### config.mk
export PLATFORM = sky130hd
export DESIGN_NAME = uart_imem_loader_flat
export DESIGN_NICKNAME = d
export VERILOG_FILES = /design/src/rtl/uart_imem_loader_pkg.sv /design/src/rtl/uart_imem_loader_if.sv /design/src/rtl/uart_imem_loader_byte_packer.sv /design/src/rtl/uart_imem_loader.sv /design/src/flat_wrapper.sv
export SDC_FILE = /design/constraint.sdc
export NUM_CORES = 1
export LEC_CHECK = 0
export BUFFER_PORTS_ARGS = -buffer_cell sky130_fd_sc_hd__buf_2
export CORE_UTILIZATION = 40
export CTS_BUF_LIST = sky130_fd_sc_hd__clkbuf_4 sky130_fd_sc_hd__clkbuf_8
export DETAILED_ROUTE_END_ITERATION = 12
export SLEW_MARGIN = 15
export SYNTH_ARGS = -nofsm -noshare
export SYNTH_HDL_FRONTEND = slang
export SYNTH_SLANG_ARGS = --single-unit
### constraint.sdc
create_clock -name clk -period 2.78 [get_ports clk]
set_clock_uncertainty 0.1 [all_clocks]
set_input_delay 0.556 -clock clk [delete_from_list [all_inputs] [get_ports clk]]
set_output_delay 0.556 -clock clk [all_outputs]
set_load 0.005 [all_outputs]
### src/rtl/uart_imem_loader_pkg.sv
// Shared constants and state encoding for the UART instruction-memory loader.
//   CMD_*      : command bytes accepted from the UART RX FIFO
//   RSP_*      : status bytes returned through the UART TX FIFO
//   WSIZE_WORD : memory write-size code for a full 32-bit word
//   loader_state_t : loader FSM states
package uart_loader_pkg;

  localparam logic [7:0] CMD_LOAD = 8'h4C;  // 'L'
  localparam logic [7:0] CMD_RUN  = 8'h52;  // 'R'
  localparam logic [7:0] CMD_STOP = 8'h53;  // 'S'

  localparam logic [7:0] RSP_OK   = 8'h4B;  // 'K'
  localparam logic [7:0] RSP_ERR  = 8'h45;  // 'E'

  localparam logic [1:0] WSIZE_WORD = 2'b10;

  typedef enum logic [2:0] {
    ST_IDLE,
    ST_CMD_DEC,
    ST_CNT,
    ST_DATA,
    ST_WRITE,
    ST_RESP
  } loader_state_t;

endpackage

### src/rtl/uart_imem_loader_if.sv
// Bus bundle between the loader, the UART0 RX/TX FIFOs and instruction memory.
//   RX : i_rx_data, i_rx_empty (FIFO -> loader), o_rx_ren (loader -> FIFO)
//   TX : i_tx_full (FIFO -> loader), o_tx_wdata, o_tx_wen (loader -> FIFO)
//   IMEM : o_imem_data, o_imem_waddr, o_imem_wen, o_mem_wsize (loader -> memory)
// master = the loader, slave = the FIFOs/memory side.
interface uart_imem_loader_if #(
  parameter int NB_INSTRUCTION  = 32,
  parameter int IMEM_ADDR_WIDTH = 8,
  parameter int NB_UART_DATA    = 9
);
  logic [NB_UART_DATA-1:0]    i_rx_data;
  logic                       i_rx_empty;
  logic                       o_rx_ren;
  logic                       i_tx_full;
  logic [NB_UART_DATA-1:0]    o_tx_wdata;
  logic                       o_tx_wen;
  logic [NB_INSTRUCTION-1:0]  o_imem_data;
  logic [IMEM_ADDR_WIDTH-1:0] o_imem_waddr;
  logic                       o_imem_wen;
  logic [1:0]                 o_mem_wsize;

  modport master (
    input  i_rx_data, i_rx_empty, i_tx_full,
    output o_rx_ren, o_tx_wdata, o_tx_wen,
           o_imem_data, o_imem_waddr, o_imem_wen, o_mem_wsize
  );

  modport slave (
    output i_rx_data, i_rx_empty, i_tx_full,
    input  o_rx_ren, o_tx_wdata, o_tx_wen,
           o_imem_data, o_imem_waddr, o_imem_wen, o_mem_wsize
  );
endinterface

### src/rtl/uart_imem_loader_byte_packer.sv
// byte_packer: assembles little-endian bytes into an instruction word.
//   clk, i_rst     : clock, async active-low reset
//   i_clear        : synchronous clear of word and byte index
//   i_shift        : accept i_byte this cycle
//   i_byte         : incoming byte (first byte of a word lands in [7:0])
//   o_word         : assembled word
//   o_word_done    : high in the cycle the last byte of a word is shifted in
module byte_packer #(
  parameter int NB_INSTRUCTION = 32
) (
  input  logic                      clk,
  input  logic                      i_rst,
  input  logic                      i_clear,
  input  logic                      i_shift,
  input  logic [7:0]                i_byte,
  output logic [NB_INSTRUCTION-1:0] o_word,
  output logic                      o_word_done
);
  localparam int NB_BYTES = NB_INSTRUCTION / 8;
  localparam int IDX_W    = (NB_BYTES > 1) ? $clog2(NB_BYTES) : 1;
  localparam logic [IDX_W-1:0] LAST_IDX = IDX_W'(NB_BYTES - 1);

  logic [IDX_W-1:0] byte_idx;

  assign o_word_done = i_shift && (byte_idx == LAST_IDX);

  // Bytes enter at the top and move down, so after NB_BYTES shifts the
  // first byte received sits in [7:0].
  always_ff @(posedge clk or negedge i_rst) begin
    if (!i_rst) begin
      o_word   <= '0;
      byte_idx <= '0;
    end else if (i_clear) begin
      o_word   <= '0;
      byte_idx <= '0;
    end else if (i_shift) begin
      o_word   <= {i_byte, o_word[NB_INSTRUCTION-1:8]};
      byte_idx <= (byte_idx == LAST_IDX) ? '0 : byte_idx + 1'b1;
    end
  end
endmodule

### src/rtl/uart_imem_loader.sv
// uart_imem_loader: command-driven program loader between UART0 and the CPU.
//   clk, i_rst : clock, async active-low reset
//   bus        : RX/TX FIFO handshake and instruction-memory write port
//   o_cpu_en   : CPU run enable ('R' sets, 'S' and 'L' clear)
//   o_busy     : high whenever the loader is not idle
// Commands: 'L' N <4*N bytes> loads N words from address 0; 'R'/'S' run/stop.
// Every command is answered with one status byte ('K' or 'E').
module uart_imem_loader
  import uart_loader_pkg::*;
#(
  parameter int NB_INSTRUCTION  = 32,
  parameter int IMEM_ADDR_WIDTH = 8,
  parameter int NB_UART_DATA    = 9
) (
  input  logic               clk,
  input  logic               i_rst,
  uart_imem_loader_if.master bus,
  output logic               o_cpu_en,
  output logic               o_busy
);
  localparam int WCNT_W    = IMEM_ADDR_WIDTH - 1;
  localparam int MAX_WORDS = 2 ** (IMEM_ADDR_WIDTH - 2);

  loader_state_t              state, state_nx;
  logic [7:0]                 cmd_byte;
  logic [7:0]                 rsp_byte;
  logic [WCNT_W-1:0]          words_left;
  logic [IMEM_ADDR_WIDTH-1:0] waddr;
  logic                       cpu_en;

  logic       rx_ren;
  logic       tx_wen;
  logic       imem_wen;
  logic       pk_clear;
  logic       pk_shift;
  logic       pk_word_done;
  logic       count_ok;
  logic [7:0] rx_byte;
  logic [NB_INSTRUCTION-1:0] pk_word;
  logic       unused_rx_hi;

  assign rx_byte      = bus.i_rx_data[7:0];
  assign unused_rx_hi = ^bus.i_rx_data[NB_UART_DATA-1:8];
  assign count_ok     = (rx_byte != 8'd0) && (32'(rx_byte) <= 32'(MAX_WORDS));

  byte_packer #(
    .NB_INSTRUCTION(NB_INSTRUCTION)
  ) u_packer (
    .clk         (clk),
    .i_rst       (i_rst),
    .i_clear     (pk_clear),
    .i_shift     (pk_shift),
    .i_byte      (rx_byte),
    .o_word      (pk_word),
    .o_word_done (pk_word_done)
  );

  always_ff @(posedge clk or negedge i_rst) begin
    if (!i_rst) state <= ST_IDLE;
    else        state <= state_nx;
  end

  always_comb begin
    state_nx = state;
    rx_ren   = 1'b0;
    tx_wen   = 1'b0;
    imem_wen = 1'b0;
    pk_clear = 1'b0;
    pk_shift = 1'b0;
    case (state)
      ST_IDLE: begin
        if (!bus.i_rx_empty) begin
          rx_ren   = 1'b1;
          state_nx = ST_CMD_DEC;
        end
      end
      ST_CMD_DEC: state_nx = (cmd_byte == CMD_LOAD) ? ST_CNT : ST_RESP;
      ST_CNT: begin
        if (!bus.i_rx_empty) begin
          rx_ren   = 1'b1;
          pk_clear = 1'b1;
          state_nx = count_ok ? ST_DATA : ST_RESP;
        end
      end
      ST_DATA: begin
        if (!bus.i_rx_empty) begin
          rx_ren   = 1'b1;
          pk_shift = 1'b1;
          if (pk_word_done) state_nx = ST_WRITE;
        end
      end
      ST_WRITE: begin
        imem_wen = 1'b1;
        state_nx = (words_left == WCNT_W'(1)) ? ST_RESP : ST_DATA;
      end
      ST_RESP: begin
        if (!bus.i_tx_full) begin
          tx_wen   = 1'b1;
          state_nx = ST_IDLE;
        end
      end
      default: state_nx = ST_IDLE;
    endcase
  end

  always_ff @(posedge clk or negedge i_rst) begin
    if (!i_rst) begin
      cmd_byte   <= '0;
      rsp_byte   <= '0;
      words_left <= '0;
      waddr      <= '0;
      cpu_en     <= 1'b0;
    end else begin
      case (state)
        ST_IDLE: begin
          if (rx_ren) begin
            cmd_byte <= rx_byte;
            // Halt the CPU on the very edge that consumes the load command.
            if (rx_byte == CMD_LOAD) cpu_en <= 1'b0;
          end
        end
        ST_CMD_DEC: begin
          case (cmd_byte)
            CMD_RUN:  begin cpu_en <= 1'b1; rsp_byte <= RSP_OK; end
            CMD_STOP: begin cpu_en <= 1'b0; rsp_byte <= RSP_OK; end
            CMD_LOAD: ;
            default:  rsp_byte <= RSP_ERR;
          endcase
        end
        ST_CNT: begin
          if (rx_ren) begin
            if (count_ok) begin
              words_left <= WCNT_W'(rx_byte);
              waddr      <= '0;
            end else begin
              rsp_byte <= RSP_ERR;
            end
          end
        end
        ST_WRITE: begin
          waddr      <= waddr + IMEM_ADDR_WIDTH'(4);
          words_left <= words_left - 1'b1;
          if (words_left == WCNT_W'(1)) rsp_byte <= RSP_OK;
        end
        default: ;
      endcase
    end
  end

  // The pop strobe is gated by reset so that it stays low while reset is
  // held even though IDLE would otherwise pop a waiting byte.
  assign bus.o_rx_ren     = rx_ren && i_rst;
  assign bus.o_tx_wen     = tx_wen;
  assign bus.o_tx_wdata   = NB_UART_DATA'(rsp_byte);
  assign bus.o_imem_wen   = imem_wen;
  assign bus.o_imem_data  = pk_word;
  assign bus.o_imem_waddr = waddr;
  assign bus.o_mem_wsize  = WSIZE_WORD;
  assign o_cpu_en         = cpu_en;
  assign o_busy           = (state != ST_IDLE);

endmodule

### src/flat_wrapper.sv
// flat-port wrapper written by rule: the top's interface ports become plain ports
module uart_imem_loader_flat import uart_loader_pkg::*;
#(
  parameter int NB_INSTRUCTION  = 32,
  parameter int IMEM_ADDR_WIDTH = 8,
  parameter int NB_UART_DATA    = 9
)
  (clk, i_rst, o_cpu_en, o_busy, bus_i_rx_data, bus_i_rx_empty, bus_i_tx_full, bus_o_rx_ren, bus_o_tx_wdata, bus_o_tx_wen, bus_o_imem_data, bus_o_imem_waddr, bus_o_imem_wen, bus_o_mem_wsize);
  uart_imem_loader_if #(.NB_INSTRUCTION(NB_INSTRUCTION), .IMEM_ADDR_WIDTH(IMEM_ADDR_WIDTH), .NB_UART_DATA(NB_UART_DATA)) bus_i ();
  input  logic clk;
  input  logic i_rst;
  output logic o_cpu_en;
  output logic o_busy;
  input wire logic [$bits(bus_i.i_rx_data)-1:0] bus_i_rx_data;
  input wire logic [$bits(bus_i.i_rx_empty)-1:0] bus_i_rx_empty;
  input wire logic [$bits(bus_i.i_tx_full)-1:0] bus_i_tx_full;
  output wire logic [$bits(bus_i.o_rx_ren)-1:0] bus_o_rx_ren;
  output wire logic [$bits(bus_i.o_tx_wdata)-1:0] bus_o_tx_wdata;
  output wire logic [$bits(bus_i.o_tx_wen)-1:0] bus_o_tx_wen;
  output wire logic [$bits(bus_i.o_imem_data)-1:0] bus_o_imem_data;
  output wire logic [$bits(bus_i.o_imem_waddr)-1:0] bus_o_imem_waddr;
  output wire logic [$bits(bus_i.o_imem_wen)-1:0] bus_o_imem_wen;
  output wire logic [$bits(bus_i.o_mem_wsize)-1:0] bus_o_mem_wsize;
  assign bus_i.i_rx_data = bus_i_rx_data;
  assign bus_i.i_rx_empty = bus_i_rx_empty;
  assign bus_i.i_tx_full = bus_i_tx_full;
  assign bus_o_rx_ren = bus_i.o_rx_ren;
  assign bus_o_tx_wdata = bus_i.o_tx_wdata;
  assign bus_o_tx_wen = bus_i.o_tx_wen;
  assign bus_o_imem_data = bus_i.o_imem_data;
  assign bus_o_imem_waddr = bus_i.o_imem_waddr;
  assign bus_o_imem_wen = bus_i.o_imem_wen;
  assign bus_o_mem_wsize = bus_i.o_mem_wsize;
  uart_imem_loader #(.NB_INSTRUCTION(NB_INSTRUCTION), .IMEM_ADDR_WIDTH(IMEM_ADDR_WIDTH), .NB_UART_DATA(NB_UART_DATA)) u_core (.clk(clk), .i_rst(i_rst), .bus(bus_i), .o_cpu_en(o_cpu_en), .o_busy(o_busy));
endmodule
==> impl_metrics.csv <==
group,metric,value,unit
yosys,synth_top_cell_area_share,0.505,
worst_setup_path,crit_arrival,1.61,ns
final_layout,n_antenna_cell,0,
yosys,synth_xor_area_frac,0.00856,
drt,remaining_drc_errors,0,
power,ir_drop,0.380,mV
clock_network,cts-htree-levels,3,
worst_setup_path,end_kind,"primary output",
sta,final_max_slew_viol_count,0,
place,portBuffers,59,
sta,rsz0062_at_grt,"false",
worst_setup_path,worstSetupPathType,"reg -> out",
floorplanning,dieArea,8030,um^2
final_layout,final_cell_area,3590,um^2
place,gp_congestion,0.787,
sta,post-route-period-util,0.815,
floorplanning,die_h,89.6,um
final_layout,fin_util,0.490,
run,maxCapViolCount,0,
yosys,synth-simple-area-share,0.211,
clock_network,cts.clk_slew.worst_paths,0.07,ns
clock_network,insertion_delay,0.33,ns
sta,fin_crit,2.26,ns
clock_network,cts_tree,"yes",
drt,drt_iter0_markers,111,
grt,grt_max_degree,69,
clock_network,cts_resized,0,
place,place_area,3400,um^2
grt,grt_pass1_wl,10400,um
grt,grt_pass1_vias,2119,
yosys,synth.distinct_cells,48,
grt,grtUsageTotal,0.172,
drt,postRouteAntennaNets,0,
grt,antenna_found_initial,0,
yosys,netlist_area,3070,um^2
yosys,netlist_top_cells_area,"dfrtp_1, nand2_1, o21ai_0",
drt,viasPerCell,4.84,
yosys,muxShareOfSynthArea,0.0440,
yosys,synthCells,337,
final_layout,fillers,710,
yosys,synth_edf_count,0,
power,p_leak,1.71,nW
worst_setup_path,critical_path_required,2.12,ns
floorplanning,ios,69,
drt,post_drt_wl_per_cell,13.0,um
final_layout,area_growth,17.0,%
floorplanning,fp-row-count,31,
yosys,synthAdderAreaFrac,0.0163,
yosys,synth_largest_area_cell,"dfrtp_1",
yosys,synth-compound-area-share,0.153,
drt,dr_total_vias,2384,
sta,hold_viol,0,
worst_setup_path,crit_fanout,15,
clock_network,cts_setup_buffers,0,
sta,worst_pin_slew,0.780,ns
final_layout,drive_gt1_frac,0.254,
worst_setup_path,cp-start-kind,"flop",
yosys,yosysSeqAreaShare,0.505,
yosys,synth_top_family_by_area,"simple AND/OR/NAND/NOR gates",
power,p_per_area,1020,nW/um^2
sta,maxSlewHeadroom,0.480,
clock_network,cts_root_buf,"clkbuf_8",
sta,setup_viol,0,
final_layout,final_nets,406,
place,hpwlAfterDp,4300,um
drt,drt-total-wl,6430,um
yosys,ys.flop_type,"dfrtp_1",
floorplanning,start_util,0.419,
yosys,synthArstFlopShare,1.00,
clock_network,cts_hold_buf,0,
clock_network,cts_num_sinks,62,
clock_network,clk_path_buf_depth,2,
sta,fin_tns_setup,0,ns
drt,firstDrtPassIters,4,
clock_network,cts_buffers,9,
min_path,hold_class,"in -> async",
floorplanning,core,7330,um^2
yosys,ys_warn_count,0,
grt,overflow,0,
yosys,syn_area_per_cell,9.11,um^2
yosys,ys_ff_latch,62,
sta,fmax,0.442,GHz
floorplanning,die_x,89.6,um
run_status,status,"complete, no violations",
sequential cells by signal, indices dropped and copies added, names as in the netlist:
name                      cells
u_core.state                  3
u_core.u_packer.o_word       32
u_core.rsp_byte               3
u_core.bus.o_imem_waddr       6
u_core.o_cpu_en               1
u_core.cmd_byte               8
u_core.u_packer.byte_idx      2
u_core.words_left             7
layer usage:
layer  track usage  wire [um]  vias up  part of all wire
met5             0          0        -                 0
met4        0.0693         94        0             0.015
met3        0.0439        329        9             0.051
met2         0.255       2800       54              0.44
met1         0.240       3210     1089              0.50
li1              -          -     1232                 -
cell usage in the layout (no fill, tap or decap), types with 3 or more instances in the layout:
master and instances:
nand2_1 80, dfrtp_1 62, buf_2 59, o21ai_0 50, nor2_1 21, a21oi_1 13
clkbuf_8 12, mux2_2 8, conb_1 8, inv_1 6, o21ai_1 6, buf_4 6
nor4_1 5, nand2b_1 4, ha_1 4, nor4b_1 3, nor3_1 3, xor2_1 3
mux2i_1 3
kinds of logic after synthesis:
kind of cell               count (synthesis)
buffers and inverters                     37
adders and majority gates                  4
AOI/OAI and AO/OA                         82
xor gates and xnor gates                   3
DFF                                       62
and+or+nand+nor                          135
other                                      2
muxes                                     12
report_power, final:
part | total [mW] | internal (mW) | switching, mW
registers | 1.61 | 1.27 | 0.341
clock network | 0.751 | 0.404 | 0.347
logic | 1.30 | 0.616 | 0.689
total | 3.67 | 2.29 | 1.38
synth_stat cells, types with 5 or more instances:
master,number
mux2_2,8
nor2_1,21
clkbuf_1,16
dfrtp_1,62
o21ai_1,6
o21ai_0,50
nand2_1,80
inv_1,6
a21oi_1,13
buf_4,10
nor4_1,5
final cells by class:
type,count,area (um^2),share of cell area
tap,99,124,0.0345
multi-input combinational,244,1360,0.379
clock buffer,13,173,0.0481
sequential,62,1550,0.432
timing repair buffer,65,340,0.0947
inverter,7,26.3,0.00731
clock inverter,3,17.5,0.00488
path summary, 6_finish.rpt:
kind | cells after the start | slack (ns) | start | end
setup / recovery | 3 | 0.52 | u_core.state[2] | bus_o_imem_wen
min in group clk | 2 | 0.37 | u_core.u_packer.o_word[1] | u_core.u_packer.o_word[1]
max in group asynchronous | 2 | 1.70 | i_rst | u_core.words_left[0]
hold / removal | 2 | 0.36 | i_rst | u_core.u_packer.o_word[9]
hold reg to reg | 2 | 0.37 | u_core.u_packer.o_word[1] | u_core.u_packer.o_word[1]
setup reg to reg | 5 | 0.63 | u_core.words_left[3] | u_core.rsp_byte[2]
through the flow:
stage	setup slack [ns]	std cells	hold WS, ns	power, mW
CTS	0.517	493	0.383	3.71
detailed placement	0.427	477	0.367	2.95
floorplan	0.572	343	0.160	2.47
global placement	0.444	477	0.357	2.91
global route	0.402	493	0.409	3.99
finish	0.515	493	0.362	3.67
critical path: stages (launching register included):
cell	delay, ns
dfrtp_1	0.66
nand2_1	0.23
inv_2	0.23
buf_2	0.15
Power figures use the tool's default switching activity.
